==> config.mk <==
export PLATFORM = sky130hd
export DESIGN_NAME = fetch_unit
export DESIGN_NICKNAME = d
export VERILOG_FILES = /design/src/rtl/fetch_pkg.sv /design/src/rtl/fetch_perf.sv /design/src/rtl/fetch_unit.sv
export SDC_FILE = /design/constraint.sdc
export NUM_CORES = 1
export LEC_CHECK = 0
export BUFFER_PORTS_ARGS = -buffer_cell sky130_fd_sc_hd__buf_4
export CAP_MARGIN = 10
export CORE_MARGIN = 4
export CORE_UTILIZATION = 49
export DETAILED_ROUTE_END_ITERATION = 7
export PLACE_DENSITY_LB_ADDON = 0.25
export SLEW_MARGIN = 40
export SYNTH_ARGS = -nofsm -noshare
export SYNTH_HDL_FRONTEND = slang
export SYNTH_SLANG_ARGS = --single-unit
==> constraint.sdc <==
create_clock -name clk -period 2.5 [get_ports clk]
set_input_delay 0.375 -clock clk [delete_from_list [all_inputs] [get_ports clk]]
set_output_delay 0.375 -clock clk [all_outputs]
set_load 0.05 [all_outputs]
==> src/rtl/fetch_pkg.sv <==
// Shared types and constants for the instruction-fetch stage.
package fetch_pkg;

   typedef enum logic [1:0] {
      FETCH = 2'd0,
      WAIT  = 2'd1,
      DROP  = 2'd2
   } fetch_state_e;

   localparam logic [31:0] NOP_INSTR = 32'h0000_0000;
   localparam logic [31:0] PC_INC    = 32'd4;

   // Instruction addresses are word aligned; low two bits are always cleared.
   function automatic logic [31:0] align_pc(input logic [31:0] pc);
      return {pc[31:2], 2'b00};
   endfunction

endpackage

==> src/rtl/fetch_perf.sv <==
// Free-running performance counters for the fetch stage.
// Only instantiated when FETCH_PERF_EN is defined.
module fetch_perf (
   input  logic        clk,
   input  logic        rst_n,
   input  logic        load,
   input  logic        stall_cycle,
   output logic [31:0] perf_fetched,
   output logic [31:0] perf_stall_cycles
);

   logic [31:0] fetched_q, fetched_d;
   logic [31:0] stall_cnt_q, stall_cnt_d;

   // Counters wrap naturally at 2^32.
   always_comb begin
      fetched_d   = fetched_q;
      stall_cnt_d = stall_cnt_q;
      if (load) begin
         fetched_d = fetched_q + 32'd1;
      end
      if (stall_cycle) begin
         stall_cnt_d = stall_cnt_q + 32'd1;
      end
   end

   // Counter registers with synchronous reset.
   always_ff @(posedge clk) begin
      if (!rst_n) begin
         fetched_q   <= 32'd0;
         stall_cnt_q <= 32'd0;
      end else begin
         fetched_q   <= fetched_d;
         stall_cnt_q <= stall_cnt_d;
      end
   end

   assign perf_fetched      = fetched_q;
   assign perf_stall_cycles = stall_cnt_q;

endmodule

==> src/rtl/fetch_unit.sv <==
// Instruction-fetch stage: owns the PC, keeps one memory read outstanding at
// a time and presents returned words to the fetch/decode register.
// Optional build macro FETCH_PERF_EN adds perf_fetched / perf_stall_cycles.
//
// state | meaning
// ------+-----------------------------------------------------------
// FETCH | no request outstanding; may issue a read at pc
// WAIT  | one read outstanding; its data will be presented
// DROP  | one read outstanding whose data is discarded (after redirect)
module fetch_unit
   import fetch_pkg::*;
#(
   parameter logic [31:0] RESET_PC = 32'h0000_0000
) (
   input  logic        clk,
   input  logic        rst_n,
   input  logic        stall,
   input  logic        redirect,
   input  logic [31:0] redirect_pc,
   output logic        imem_req,
   output logic [31:0] imem_addr,
   input  logic        imem_rdy,
   input  logic        imem_rvalid,
   input  logic [31:0] imem_rdata,
   output logic [31:0] Fe_out_PC_next,
   output logic [31:0] Fe_out_instr,
   output logic        Fe_out_valid,
`ifdef FETCH_PERF_EN
   output logic [31:0] perf_fetched,
   output logic [31:0] perf_stall_cycles,
`endif
   output logic        flush
);

   fetch_state_e state_q, state_d;
   logic [31:0]  pc_q, pc_d;
   logic [31:0]  instr_q, instr_d;
   logic [31:0]  pc_next_q, pc_next_d;
   logic         valid_q, valid_d;
   logic         flush_q, flush_d;
   logic         accept;
   logic [31:0]  pc_inc;

   assign pc_inc = pc_q + PC_INC;

   // A held (stalled) instruction blocks new requests so the output slot is
   // guaranteed empty by the time any response returns.
   assign imem_req  = rst_n & (state_q == FETCH) & ~(valid_q & stall);
   assign imem_addr = pc_q;
   assign accept    = imem_req & imem_rdy;

   // Next-state, PC and output-register computation; redirect overrides all.
   always_comb begin
      state_d   = state_q;
      pc_d      = pc_q;
      instr_d   = instr_q;
      pc_next_d = pc_next_q;
      valid_d   = valid_q;
      flush_d   = 1'b0;

      if (valid_q && !stall) begin
         valid_d = 1'b0;
         instr_d = NOP_INSTR;
      end

      case (state_q)
         FETCH: begin
            if (accept) begin
               state_d = WAIT;
            end
         end
         WAIT: begin
            if (imem_rvalid) begin
               state_d   = FETCH;
               instr_d   = imem_rdata;
               pc_next_d = pc_inc;
               valid_d   = 1'b1;
               pc_d      = pc_inc;
            end
         end
         DROP: begin
            if (imem_rvalid) begin
               state_d = FETCH;
            end
         end
         default: state_d = FETCH;
      endcase

      if (redirect) begin
         pc_d      = align_pc(redirect_pc);
         pc_next_d = pc_next_q;
         valid_d   = 1'b0;
         instr_d   = NOP_INSTR;
         flush_d   = 1'b1;
         case (state_q)
            FETCH:   state_d = accept ? DROP : FETCH;
            // A response arriving with the redirect retires the outstanding
            // read, so there is nothing left to drop.
            default: state_d = imem_rvalid ? FETCH : DROP;
         endcase
      end
   end

   // State and output registers with synchronous active-low reset.
   always_ff @(posedge clk) begin
      if (!rst_n) begin
         state_q   <= FETCH;
         pc_q      <= RESET_PC;
         instr_q   <= NOP_INSTR;
         pc_next_q <= 32'd0;
         valid_q   <= 1'b0;
         flush_q   <= 1'b0;
      end else begin
         state_q   <= state_d;
         pc_q      <= pc_d;
         instr_q   <= instr_d;
         pc_next_q <= pc_next_d;
         valid_q   <= valid_d;
         flush_q   <= flush_d;
      end
   end

   assign Fe_out_PC_next = pc_next_q;
   assign Fe_out_instr   = instr_q;
   assign Fe_out_valid   = valid_q;
   assign flush          = flush_q;

`ifdef FETCH_PERF_EN
   logic load;
   logic stall_cycle;

   assign load        = (state_q == WAIT) & imem_rvalid & ~redirect;
   assign stall_cycle = valid_q & stall;

   fetch_perf u_perf (
      .clk               (clk),
      .rst_n             (rst_n),
      .load              (load),
      .stall_cycle       (stall_cycle),
      .perf_fetched      (perf_fetched),
      .perf_stall_cycles (perf_stall_cycles)
   );
`endif

endmodule

# Yosys cells after proc, flatten, opt, wreduce, memory -nomap -nowiden
# Cells that the tools add are included.
word_totals:
  register_bits: 100
  in_bits: 70
  output_inout_bits: 99
  word_cells: 47
op_classes:
  n_addsub: 1
  eq_ne: 4
  mux: 17
  bitwise_logic: 7
  n_reduce_logical: 11
ops:
  columns: ["operator", "count"]
  rows:
  - ["two-way mux 32 bit", 6]
  - ["adder 32 x 3 -> 32 bit (second input constant)", 1]
  - ["two-way mux 2 bit", 6]
  - ["AND reduction 2 bit", 3]
  - ["bitwise AND 1 bit", 4]
  - ["two-way mux 1 bit", 4]
  - ["case mux 2 bit (2 select lines)", 1]
  - ["nonzero test 2 bit", 2]
  - ["OR reduction 2 bit", 2]
  - ["!= test 3 x 1 -> 1 bit (second input constant)", 1]
  - ["!= test 3 bit (second input constant)", 1]
  - ["NOT 1 bit", 3]
  - ["AND reduction 3 bit", 1]
  - ["equality test 2 x 1 -> 1 bit (second input constant)", 1]
  - ["equality test 2 bit (second input constant)", 1]
  - ["zero test 2 bit", 1]
  - ["logical AND 1 bit", 1]
  - ["zero test 1 bit", 1]

# Logic depth before layout (Yosys ltp)
# Gate-level depths: netlist of run 1.
logic_depth:
  depth_word: 7
  mapped_depth: 9
  ltp_nobuf: 7

# Worst setup path after synthesis of run 1
# OpenSTA, ideal clock, no wires.
synth_timing:
  path_type: "register -> register"
  startpoint: "register pc_q[7], in the netlist imem_addr[7]"
  endpoint: "register pc_q[31], in the netlist imem_addr[31]"
  setup_time_ps: 117
  arrival_ps: 2128
  required_time_ps: 2383
  slack_ps: 255
  path_stages_with_launch: 7
  n_path_buf: 1
  synth_period_minus_slack_ps: 2245
  cell_sequence: "dfxtp_1 > buf_2 > nand4_4 > nor4_4 > nand4_1 > xnor2_1 > a22o_2"
synth_between:
  elab_chain_len: 4
synth_rtl:
  columns: ["element", "line_no", "text"]
  rows:
  - ["from (decl)", "fetch_unit.sv:36", "logic [31:0] pc_q, pc_d;"]
  - ["from (signal assigned)", "fetch_unit.sv:115", "pc_q <= pc_d;"]
  - ["adder 32 x 3 -> 32 bit", "fetch_unit.sv:44", "assign pc_inc = pc_q + PC_INC;"]
  - ["two-way mux 32 bit", "fetch_unit.sv:73", "if (imem_rvalid) begin"]
  - ["two-way mux 32 bit", "fetch_unit.sv:66", "case (state_q)"]
  - ["two-way mux 32 bit", "fetch_unit.sv:89", "if (redirect) begin"]
# No other way between the ends. The select of a mux whose other input is x is not followed.
# A chain may end at the register's enable or synchronous reset.

# Worst setup path after layout of run 1
layout_timing:
  startpoint: "register pc_q[3], in the netlist imem_addr[3]"
  endpoint: "register pc_q[28], in the netlist imem_addr[28]"
# The elaborated chain is that of the path after synthesis.

==> flow_summary.rst, run 1 <==
.. list-table::
   :header-rows: 1

   * - Metric
     - Value
   * - Switching power as a share of total power
     - 0.284
   * - FP Rows
     - 34
   * - Power after layout
     - 3300 uW
   * - Filler cells
     - 752
   * - Setup repair after global routing missed its margin
     - no
   * - Arrival time reported for the critical path endpoint
     - between 2 and 2.5 ns
   * - Number of buffer cells added on primary ports
     - 162
   * - Post-synth EDFFs
     - 0
   * - Syn Area/Cell
     - 8.50 um^2
   * - Most common cell after layout, fill and taps aside
     - sky130_fd_sc_hd__buf_4
   * - Library cell contributing the largest single delay on the critical path
     - sky130_fd_sc_hd__nor3_4
   * - Synth Register Bits
     - 96
   * - Worst hold slack after final layout
     - about 0.21 ns
   * - Routed via count
     - roughly 4300
   * - Placer Congestion
     - ~0.93
   * - Area delta synth->final
     - 34.5%
   * - Flop pwr share
     - 0.496
   * - CTS Root Buffer Type
     - sky130_fd_sc_hd__clkbuf_8
   * - Critical path required time
     - between 2 and 3 ns
   * - Peak fanout along the critical path
     - 7
   * - Run status
     - complete, no violations
   * - Clock share of power
     - 0.343
   * - Initial detailed-routing violation count
     - around 190
   * - Maximum number of pins on one net before global-route repair
     - 47
   * - Area used by multi-input combinational logic
     - 2290 um^2
   * - Die width
     - 103 um
   * - Fin worst setup slack
     - approximately 0.45 ns
   * - Crit path largest cell delay
     - roughly 0.43 ns
   * - Net count of the finished layout
     - 742
   * - Highest achievable clock rate
     - roughly 0.49 GHz
   * - Kind of critical path
     - reg -> reg
   * - CTS resizes
     - 0
   * - CTS H-Tree Depth
     - 3
   * - Leading cell types in the layout, fill and taps excluded
     - sky130_fd_sc_hd__buf_4, sky130_fd_sc_hd__dfxtp_1, sky130_fd_sc_hd__nor2_1
   * - Boundary pin count
     - 169
   * - Post-CTS clock slew at the launch and capture registers of the worst setup and hold paths
     - roughly 0.090 ns
   * - Die H
     - slightly above 100 um
   * - Worst reg2reg setup slack
     - about 0.45 ns
   * - Hold bufs inserted after CTS
     - 0
   * - GR peak layer
     - met2
   * - Initial core utilization
     - 0.504
   * - Total core area
     - 8760 um^2
   * - Worst slack, placed
     - 0.470 ns
   * - IR Drop Worst-Case VDD
     - roughly 0.3 mV
   * - TNS Setup
     - 0 ns
   * - Post-synthesis cell area
     - around 4400 um^2
   * - Remaining global-route overflow
     - 0
   * - Worst hold path class
     - in -> reg
   * - Total DRC errors in the routed layout
     - 0
   * - Internal power
     - ~2400 uW
   * - Worst Clk Skew
     - 0.0106 ns
   * - Slew @ Worst Pin
     - 0.594 ns
   * - GR Util met3
     - 0.0832
   * - Clock latency on the worst-skew pair
     - 0.37 ns
   * - Endpoint kind of the worst setup timing path
     - flop
   * - Cell count after synthesis
     - 520
   * - Distinct cell type count after synthesis
     - 43
   * - Share of the cycle needed by the critical path after routing
     - 0.821
   * - Top_reg_cell synth
     - sky130_fd_sc_hd__dfxtp_1
   * - Ys async rst share
     - 0
   * - Layout cells sized above 1
     - 0.313
   * - Routed length per instance
     - 16.1 um
   * - Buffers from clock root to sink, at most
     - 2
   * - Number of warning messages in the yosys log
     - 0
   * - Via count of the first global-routing pass
     - about 4200
   * - HPWL after DPL
     - roughly 9400 um
   * - Crit path time final
     - roughly 2 ns
   * - Die Outline Area
     - approximately 11000 um^2
   * - Total clock buffers created by CTS
     - 9
   * - Number of buffers and inverters on the critical path
     - 0
   * - GRT Util Overall
     - 0.235
   * - Number of clock sinks
     - 96
   * - Startpoint Class
     - flop
   * - First-pass GRT wire length
     - 19900 um
   * - Diodes inserted
     - 0
   * - Dominant delay contributor by cell family on the critical path
     - simple AND/OR/NAND/NOR gates
   * - Met2 GRT Util
     - 0.401
   * - Final hold violation count
     - 0
   * - Post-route antenna net violation count
     - 0
   * - Share of synthesized area occupied by flip-flops and latches
     - 0.435
   * - Global-route met1 utilization
     - 0.276
   * - Final Slew Violations
     - 0
   * - Post-CTS setup buffer count
     - 0
   * - PD cells
     - approximately 560 nW/um^2
   * - Max-slew headroom at the worst pin
     - 0.601
   * - Leak
     - about 0.0025 uW
   * - Sequential cell area
     - roughly 1900 um^2
   * - Max cap viols
     - 0
   * - Final count of negative-setup-slack endpoints
     - 0
   * - Clock tree from TritonCTS
     - yes
   * - Critical path cell sequence
     - ha_1 > nand3_1 > nor3_4 > nand4_1 > xnor2_1 > a22o_1
   * - Via density per instance
     - 5.46
   * - Length of the first detailed-routing pass in iterations
     - 5
   * - Placed standard-cell area
     - 5730 um^2
   * - Switching power of the nets
     - around 940 uW
   * - Wire length reported by the detailed router
     - 12600 um
   * - Logic gate share of total power
     - 0.161
   * - Number of antenna violations at the first check in global routing
     - 0
   * - Finished Cell Area
     - 5950 um^2
==> synth_stat cells (4+ instances only) <==
library cell               count  area [um^2]
sky130_fd_sc_hd__dfxtp_1      96         1920
sky130_fd_sc_hd__nor2_1       66          248
sky130_fd_sc_hd__o21ai_0      44          220
sky130_fd_sc_hd__nand2_1      41          154
sky130_fd_sc_hd__a21oi_1      40          200
sky130_fd_sc_hd__a22oi_1      32          240
sky130_fd_sc_hd__xor2_1       31          272
sky130_fd_sc_hd__clkbuf_1     27          101
sky130_fd_sc_hd__xnor2_1      19          166
sky130_fd_sc_hd__nand3_1      18         90.1
sky130_fd_sc_hd__nand4_1      18          113
sky130_fd_sc_hd__a211oi_1     12         90.1
sky130_fd_sc_hd__buf_2        12         60.1
sky130_fd_sc_hd__and2_1        7         43.8
sky130_fd_sc_hd__inv_1         6         22.5
sky130_fd_sc_hd__nor3_1        6         30.0
sky130_fd_sc_hd__and3_1        5         31.3
sky130_fd_sc_hd__buf_4         4         30.0
sky130_fd_sc_hd__nor4_4        4         85.1
==> logic make-up (layout without fill, tap and decap cells) <==
| logic type | Yosys count | after routing | synth area share |
|---|---|---|---|
| flip-flops | 96 | 96 | 0.435 |
| XOR/XNOR | 50 | 50 | 0.0991 |
| buffers and inverters | 52 | 203 | 0.0509 |
| other | 1 | 4 | 0.000848 |
| multiplexers | 1 | 1 | 0.00226 |
| adder cells (fa/ha/maj) | 3 | 3 | 0.00849 |
| AO/OA/AOI/OAI | 138 | 138 | 0.191 |
| AND/OR/NAND/NOR | 179 | 179 | 0.213 |
==> worst reg2reg max path, stage by stage (launching register included) <==
cell	delay, ns
sky130_fd_sc_hd__dfxtp_1	0.42
sky130_fd_sc_hd__ha_1	0.22
sky130_fd_sc_hd__nand3_1	0.30
sky130_fd_sc_hd__nor3_4	0.43
sky130_fd_sc_hd__nand4_1	0.17
sky130_fd_sc_hd__xnor2_1	0.18
sky130_fd_sc_hd__a22o_1	0.23
==> stage by stage <==
step                 util  std cells
finish              0.679        782
global route        0.679        782
CTS                 0.679        782
detailed placement  0.653        766
global placement    0.653        766
floorplan               -        523
==> layer usage <==
layer	part of all wire	wire [um]
met1	0.40	5010
met2	0.49	6150
met3	0.097	1230
met4	0.018	228
met5	0	0
==> power by group through the flow <==
stage | Combinational, uW | Sequential (uW) | Clock (uW)
floorplan | 198 | 1800 | 0
global placement | 525 | 1670 | 0
detailed placement | 532 | 1670 | 0
CTS | 534 | 1640 | 1140
global route | 567 | 1650 | 1200
finish | 531 | 1640 | 1130
==> registers in the layout, indices dropped and copies added (netlist names) <==
signal	flops
Fe_out_instr	32
flush	1
imem_addr	30
Fe_out_PC_next	30
state_q	2
Fe_out_valid	1
==> layout make-up <==
class                      instances  area share
timing repair buffer             180       0.227
clock buffer                      11      0.0238
tap                              108      0.0227
multi-input combinational        375       0.385
inverter                           7     0.00442
sequential                        96       0.323
clock inverter                     5      0.0135
==> worst paths after layout <==
| path | startpoint | end | cells past startpoint |
|---|---|---|---|
| max reg2reg | imem_addr[3] | imem_addr[28] | 6 |
| min reg2reg | Fe_out_PC_next[3] | Fe_out_PC_next[3] | 2 |
| min | redirect_pc[22] | imem_addr[22] | 3 |
| max | imem_addr[3] | imem_addr[28] | 6 |
(Power assumes the default switching activity.)
==> run 2: changes to the inputs <==
Clock period 2.5 ns to 1.9 ns, I/O delays scaled along.
==> run 2 against run 1 <==
Combinational power is 32% higher. First-iteration DRC count is 8.6% lower. Register-to-register slack worse by 0.31 ns. Sequential power is 32% higher. Die area stayed put. Largest cell class unchanged. Via count is 0.26% lower. Total power is 32% higher. Worst hold slack worse by 0.086 ns.
==> flow_summary.rst, run 2 (synthesized netlist as in run 1, its figures left out) <==
.. list-table::
   :header-rows: 1

   * - Metric
     - Value
   * - Die width
     - 103 um (unchanged)
   * - Number of antenna violations at the first check in global routing
     - 0 (unchanged)
   * - Number of buffer cells added on primary ports
     - 162 (unchanged)
   * - Area used by multi-input combinational logic
     - 2300 um^2 (was 2290 um^2)
   * - Final Slew Violations
     - 0 (unchanged)
   * - TNS Setup
     - 0 ns (unchanged)
   * - Library cell contributing the largest single delay on the critical path
     - sky130_fd_sc_hd__dfxtp_2 (was sky130_fd_sc_hd__nor3_4)
   * - Remaining global-route overflow
     - 0 (unchanged)
   * - Clock tree from TritonCTS
     - yes (unchanged)
   * - Routed via count
     - 4260 (was 4271)
   * - Flip-flop count of the largest register, all copies and words added
     - 32 (unchanged)
   * - Peak fanout along the critical path
     - 8 (was 7)
   * - First-pass GRT wire length
     - 20000 um (was 19900 um)
   * - Length of the first detailed-routing pass in iterations
     - 4 (was 5)
   * - Worst hold path class
     - in -> reg (unchanged)
   * - Most common cell after layout, fill and taps aside
     - sky130_fd_sc_hd__buf_4 (unchanged)
   * - Area delta synth->final
     - 37.6% (was 34.5%)
   * - Wire length reported by the detailed router
     - 12800 um (was 12600 um)
   * - Worst r2r src
     - imem_addr[16] (was imem_addr[3])
   * - IR Drop Worst-Case VDD
     - 0.489 mV (was 0.300 mV)
   * - Internal power
     - 3130 uW (was 2360 uW)
   * - Switching power of the nets
     - 1240 uW (was 937 uW)
   * - Net count of the finished layout
     - 749 (was 742)
   * - Arrival time reported for the critical path endpoint
     - 1.99 ns (was 2.31 ns)
   * - FP Rows
     - 34 (unchanged)
   * - Post-CTS setup buffer count
     - 0 (unchanged)
   * - Post-route antenna net violation count
     - 0 (unchanged)
   * - Logic gate share of total power
     - 0.161 (about the same)
   * - Number of buffers and inverters on the critical path
     - 0 (unchanged)
   * - Switching power as a share of total power
     - 0.283 (was 0.284)
   * - Clock share of power
     - 0.343 (about the same)
   * - Clock latency on the worst-skew pair
     - 0.36 ns (was 0.37 ns)
   * - Via density per instance
     - 5.40 (was 5.46)
   * - Maximum number of pins on one net before global-route repair
     - 41 (was 47)
   * - Total DRC errors in the routed layout
     - 0 (unchanged)
   * - Via count of the first global-routing pass
     - 4105 (was 4205)
   * - Run status
     - complete, no violations (unchanged)
   * - Kind of critical path
     - reg -> reg (unchanged)
   * - Number of clock sinks
     - 96 (unchanged)
   * - Final hold violation count
     - 0 (unchanged)
   * - Boundary pin count
     - 169 (unchanged)
   * - Diodes inserted
     - 0 (unchanged)
   * - HPWL after DPL
     - 9570 um (was 9440 um)
   * - Worst reg2reg setup slack
     - 0.13 ns (was 0.45 ns)
   * - Crit path time final
     - 1.77 ns (was 2.05 ns)
   * - Die Outline Area
     - 10600 um^2 (unchanged)
   * - Leak
     - 0.00252 uW (was 0.00246 uW)
   * - Total clock buffers created by CTS
     - 9 (unchanged)
   * - Filler cells
     - 712 (was 752)
   * - Buffers from clock root to sink, at most
     - 2 (unchanged)
   * - Layout cells sized above 1
     - 0.357 (was 0.313)
   * - PD cells
     - 718 nW/um^2 (was 555 nW/um^2)
   * - Utilization after layout
     - 0.694 (was 0.679)
   * - Critical path cell sequence
     - nand4_1 > nor4_4 > nand3_1 > mux2i_1 > o311ai_0 (was ha_1 > nand3_1 > nor3_4 > nand4_1 > xnor2_1 > a22o_1)
   * - Critical path required time
     - 2.12 ns (was 2.76 ns)
   * - Highest achievable clock rate
     - 0.566 GHz (was 0.487 GHz)
   * - CTS H-Tree Depth
     - 3 (unchanged)
   * - Post-CTS clock slew at the launch and capture registers of the worst setup and hold paths
     - 0.09 ns (about the same)
   * - Crit path largest cell delay
     - 0.46 ns (was 0.43 ns)
   * - Die H
     - 103 um (unchanged)
   * - Critical path startpoint
     - imem_addr[16] (was imem_addr[3])
   * - Final count of negative-setup-slack endpoints
     - 0 (unchanged)
   * - Initial core utilization
     - 0.504 (unchanged)
   * - Startpoint Class
     - flop (unchanged)
   * - GRT Util Overall
     - 0.240 (was 0.235)
   * - Endpoint kind of the worst setup timing path
     - flop (unchanged)
   * - CTS Root Buffer Type
     - sky130_fd_sc_hd__clkbuf_8 (unchanged)
   * - Power after layout
     - 4370 uW (was 3300 uW)
   * - Max cap viols
     - 0 (unchanged)
   * - Sequential cell area
     - 1960 um^2 (was 1920 um^2)
   * - Total core area
     - 8760 um^2 (unchanged)
   * - Setup repair after global routing missed its margin
     - no (unchanged)
   * - Placer Congestion
     - 0.846 (was 0.933)
   * - Routed length per instance
     - 16.2 um (was 16.1 um)
   * - Beginning of the worst hold path
     - redirect_pc[22] (unchanged)
   * - Share of the cycle needed by the critical path after routing
     - 0.929 (was 0.821)
   * - Dominant delay contributor by cell family on the critical path
     - simple AND/OR/NAND/NOR gates (unchanged)
   * - Flop pwr share
     - 0.496 (about the same)
   * - Initial detailed-routing violation count
     - 169 (was 185)
   * - Leading cell types in the layout, fill and taps excluded
     - sky130_fd_sc_hd__buf_4, sky130_fd_sc_hd__dfxtp_1, sky130_fd_sc_hd__nor2_1 (unchanged)
   * - Worst Clk Skew
     - 0.0120 ns (was 0.0106 ns)
==> run 2: changes by cell type in the layout (fill, tap and decap cells not counted), moves of 2 or more <==
cell / change
sky130_fd_sc_hd__dfxtp_1: -25
sky130_fd_sc_hd__dfxtp_2: +22
sky130_fd_sc_hd__buf_4: +4
sky130_fd_sc_hd__buf_12: +3
sky130_fd_sc_hd__dfxtp_4: +3
sky130_fd_sc_hd__clkinv_4: +2
sky130_fd_sc_hd__clkinvlp_4: -2
==> run 2: power groups by stage <==
stage | clock [uW] | sequential [uW] | combinational, uW
final | 1500 | 2170 | 703
after floorplan | 0 | 2370 | 261
after global routing | 1620 | 2180 | 748
after detailed placement | 0 | 2210 | 703
after CTS | 1520 | 2170 | 705
after global placement | 0 | 2210 | 694
==> run 2: area by class of cell <==
| cell class | count | share of cell area |
|---|---|---|
| multi-input combinational | 375 | 0.378 |
| sequential | 96 | 0.322 |
| timing repair buffer | 187 | 0.237 |
| clock buffer | 12 | 0.0239 |
| tap | 108 | 0.0222 |
| clock inverter | 4 | 0.0128 |
| inverter | 7 | 0.00432 |
==> run 2: path summary, 6_finish.rpt <==
path | to | cells past startpoint
max reg2reg | imem_addr[29] | 5
min reg2reg | Fe_out_PC_next[3] | 2
min | imem_addr[22] | 3
max | imem_addr[29] | 5
==> run 2: metrics by stage <==
stage	area [um^2]	cells	worst slack [ns]	hold WS (ns)
finish	6080	789	0.134	0.119
global route	6080	789	0.00597	0.114
CTS	6070	789	0.114	0.104
detailed placement	5850	773	0.129	0.462
global placement	5850	773	0.191	0.457
floorplan	4470	523	-0.0246	0.394
==> run 2: repair_timing <==
item | CTS | global route
resized for setup | 0 | 2
hold buffers | 0 | 0
setup endpoints to repair | 0 | 3
==> run 2: layer usage <==
metal	track usage	up-vias	part of all wire
li1	-	2132	-
met1	0.296	1961	0.41
met2	0.405	152	0.49
met3	0.0724	15	0.090
met4	0.0667	0	0.013
met5	0	-	0
==> run 2: worst reg2reg max path: cells and delay by family, from the launching register on <==
family,cells,cell delay [ns]
simple gates,3,0.87
flops,1,0.46
mux,1,0.18
compound gates,1,0.14
==> run 3: changes to the inputs <==
Settings changed: CAP_MARGIN 10 to 20.
Clock period 1.9 ns to 2.03 ns, I/O delays scaled along.
==> run 3 against run 2 <==
Via count is 3.4% higher. Clock power is 23% lower. Critical path depth is 1 higher. Critical endpoint is now Fe_out_PC_next[28]. Routed wire length is 2.5% higher. Total power is 12% lower. Sequential cell count stayed put. Largest cell class unchanged.
==> flow_summary.rst, run 3 (synthesized netlist as in run 1, its figures left out) <==
.. list-table::
   :header-rows: 1

   * - Metric
     - Value
   * - Worst hold path class
     - in -> reg (unchanged)
   * - Arrival time reported for the critical path endpoint
     - 2.09 ns (was 1.99 ns)
   * - CTS H-Tree Depth
     - 3 (unchanged)
   * - Number of buffer cells added on primary ports
     - 162 (unchanged)
   * - Crit path time final
     - 1.85 ns (was 1.77 ns)
   * - Kind of critical path
     - reg -> reg (unchanged)
   * - Total core area
     - 8760 um^2 (unchanged)
   * - Area delta synth->final
     - 36.4% (was 37.6%)
   * - Maximum number of pins on one net before global-route repair
     - 45 (was 41)
   * - Initial core utilization
     - 0.504 (unchanged)
   * - Placer Congestion
     - 0.911 (was 0.846)
   * - Wire length reported by the detailed router
     - 13100 um (was 12800 um)
   * - IR Drop Worst-Case VDD
     - 0.390 mV (was 0.489 mV)
   * - Clock latency on the worst-skew pair
     - 0.35 ns (was 0.36 ns)
   * - FP Rows
     - 34 (unchanged)
   * - Highest achievable clock rate
     - 0.542 GHz (was 0.566 GHz)
   * - GR peak layer
     - met2 (unchanged)
   * - Worst r2r src
     - state_q[1] (was imem_addr[16])
   * - Run status
     - complete, no violations (unchanged)
   * - Total clock buffers created by CTS
     - 9 (unchanged)
   * - Leak
     - 0.00251 uW (was 0.00252 uW)
   * - Post-route antenna net violation count
     - 0 (unchanged)
   * - Post-CTS clock slew at the launch and capture registers of the worst setup and hold paths
     - 0.09 ns (about the same)
   * - HPWL after DPL
     - 9810 um (was 9570 um)
   * - Die width
     - 103 um (unchanged)
   * - Die Outline Area
     - 10600 um^2 (unchanged)
   * - Critical path required time
     - 2.27 ns (was 2.12 ns)
   * - Boundary pin count
     - 169 (unchanged)
   * - PD cells
     - 640 nW/um^2 (was 718 nW/um^2)
   * - First-pass GRT wire length
     - 20500 um (was 20000 um)
   * - Routed via count
     - 4405 (was 4260)
   * - Number of antenna violations at the first check in global routing
     - 0 (unchanged)
   * - TNS Setup
     - 0 ns (unchanged)
   * - Final non-filler cell total
     - 792 (was 789)
   * - Crit Reg-Reg Endpoint
     - Fe_out_PC_next[28] (was imem_addr[29])
   * - Final count of negative-setup-slack endpoints
     - 0 (unchanged)
   * - CTS Root Buffer Type
     - sky130_fd_sc_hd__clkbuf_8 (unchanged)
   * - Setup repair after global routing missed its margin
     - no (unchanged)
   * - Via density per instance
     - 5.56 (was 5.40)
   * - Hold bufs inserted after CTS
     - 0 (unchanged)
   * - GRT Util Overall
     - 0.247 (was 0.240)
   * - Max-slew headroom at the worst pin
     - 0.654
   * - Capturing instance or port of the critical path
     - Fe_out_PC_next[28] (was imem_addr[29])
   * - Via count of the first global-routing pass
     - 4229 (was 4105)
   * - Most common cell after layout, fill and taps aside
     - sky130_fd_sc_hd__buf_4 (unchanged)
   * - Critical path startpoint
     - state_q[1] (was imem_addr[16])
   * - Share of the cycle needed by the critical path after routing
     - 0.909 (was 0.929)
   * - Initial detailed-routing violation count
     - 150 (was 169)
   * - Met2 GRT Util
     - 0.420 (was 0.405)
   * - Endpoint kind of the worst setup timing path
     - flop (unchanged)
   * - Area used by multi-input combinational logic
     - 2300 um^2 (about the same)
   * - Filler cells
     - 742 (was 712)
   * - Die H
     - 103 um (unchanged)
   * - Final hold violation count
     - 0 (unchanged)
   * - Number of clock sinks
     - 96 (unchanged)
   * - Slew @ Worst Pin
     - approximately 0.52 ns
   * - Diodes inserted
     - 0 (unchanged)
   * - Final Slew Violations
     - 0 (unchanged)
   * - Sequential cell area
     - 1940 um^2 (was 1960 um^2)
   * - Routed length per instance
     - 16.5 um (was 16.2 um)
   * - Leading cell types in the layout, fill and taps excluded
     - sky130_fd_sc_hd__buf_4, sky130_fd_sc_hd__dfxtp_1, sky130_fd_sc_hd__nor2_1 (unchanged)
   * - Remaining global-route overflow
     - 0 (unchanged)
   * - Global-route met1 utilization
     - 0.290 (was 0.296)
   * - Inst Count DP
     - 776 (was 773)
   * - Flip-flop count of the largest register, all copies and words added
     - 32 (unchanged)
   * - Total DRC errors in the routed layout
     - 0 (unchanged)
   * - Startpoint Class
     - flop (unchanged)
   * - Worst Clk Skew
     - 0.0101 ns (was 0.0120 ns)
   * - Max cap viols
     - 0 (unchanged)
   * - Post-CTS setup buffer count
     - 0 (unchanged)
   * - Clock tree from TritonCTS
     - yes (unchanged)
   * - GR Util met3
     - 0.0846 (was 0.0724)
   * - Length of the first detailed-routing pass in iterations
     - 5 (was 4)
   * - Peak fanout along the critical path
     - 33 (was 8)
   * - CTS resizes
     - 0 (unchanged)
   * - Layout cells sized above 1
     - 0.344 (was 0.357)
   * - Worst reg2reg setup slack
     - 0.18 ns (was 0.13 ns)
   * - Buffers from clock root to sink, at most
     - 2 (unchanged)
   * - Logic depth of the worst register-to-register path
     - 6 (was 5)
   * - Net count of the finished layout
     - 752 (was 749)
==> run 3: per-stage QoR <==
stage / power (uW) / cell area [um^2] / worst slack, ns / hold slack [ns] / utilization
after floorplan: 2460 / 4450 / 0.00427 / 0.413 / -
after global placement: 2720 / 5850 / 0.262 / 0.458 / 0.667
after detailed placement: 2740 / 5850 / 0.204 / 0.460 / 0.667
after CTS: 3890 / 6030 / 0.165 / 0.135 / 0.688
after global routing: 4020 / 6030 / 0.000190 / 0.146 / 0.688
final: 3860 / 6030 / 0.185 / 0.152 / 0.688
==> run 3: where the power goes <==
group | switching, uW | internal [uW]
sequential | 81.3 | 1940
combinational | 412 | 259
clock | 654 | 509
total | 1150 | 2710
==> run 3: area by class of cell <==
| cell class | count | share of cell area |
|---|---|---|
| clock inverters | 5 | 0.00519 |
| inverters | 7 | 0.00436 |
| well taps | 108 | 0.0224 |
| multi-input cells | 375 | 0.381 |
| repair buffers | 190 | 0.241 |
| clock buffers | 11 | 0.0251 |
| flip-flops and latches | 96 | 0.321 |
==> run 3: metal layers <==
layer,up-vias,wire [um],share of wire
met5,-,0,0
met1,2072,5070,0.39
met4,0,228,0.017
li1,2143,-,-
met3,19,1240,0.094
met2,171,6570,0.50
==> run 3: critical path, cell delays in order, from the launching register on <==
cell and delay (ns):
sky130_fd_sc_hd__dfxtp_1 0.31, sky130_fd_sc_hd__inv_1 0.08, sky130_fd_sc_hd__ha_1 0.22, sky130_fd_sc_hd__and2_1 0.22, sky130_fd_sc_hd__buf_4 0.36, sky130_fd_sc_hd__nand2_1 0.24, sky130_fd_sc_hd__a32o_1 0.31
==> run 3: worst min path at each step <==
stage / startpoint / slack, ns / depth (start not counted) / to
floorplan: redirect_pc[16] / 0.41 / 2 / imem_addr[16]
global placement: Fe_out_PC_next[3] / 0.46 / 2 / Fe_out_PC_next[3]
CTS: redirect_pc[16] / 0.14 / 3 / imem_addr[16]
detailed placement: Fe_out_PC_next[3] / 0.46 / 2 / Fe_out_PC_next[3]
global route: redirect_pc[22] / 0.15 / 3 / imem_addr[22]
finish: redirect_pc[30] / 0.15 / 3 / imem_addr[30]
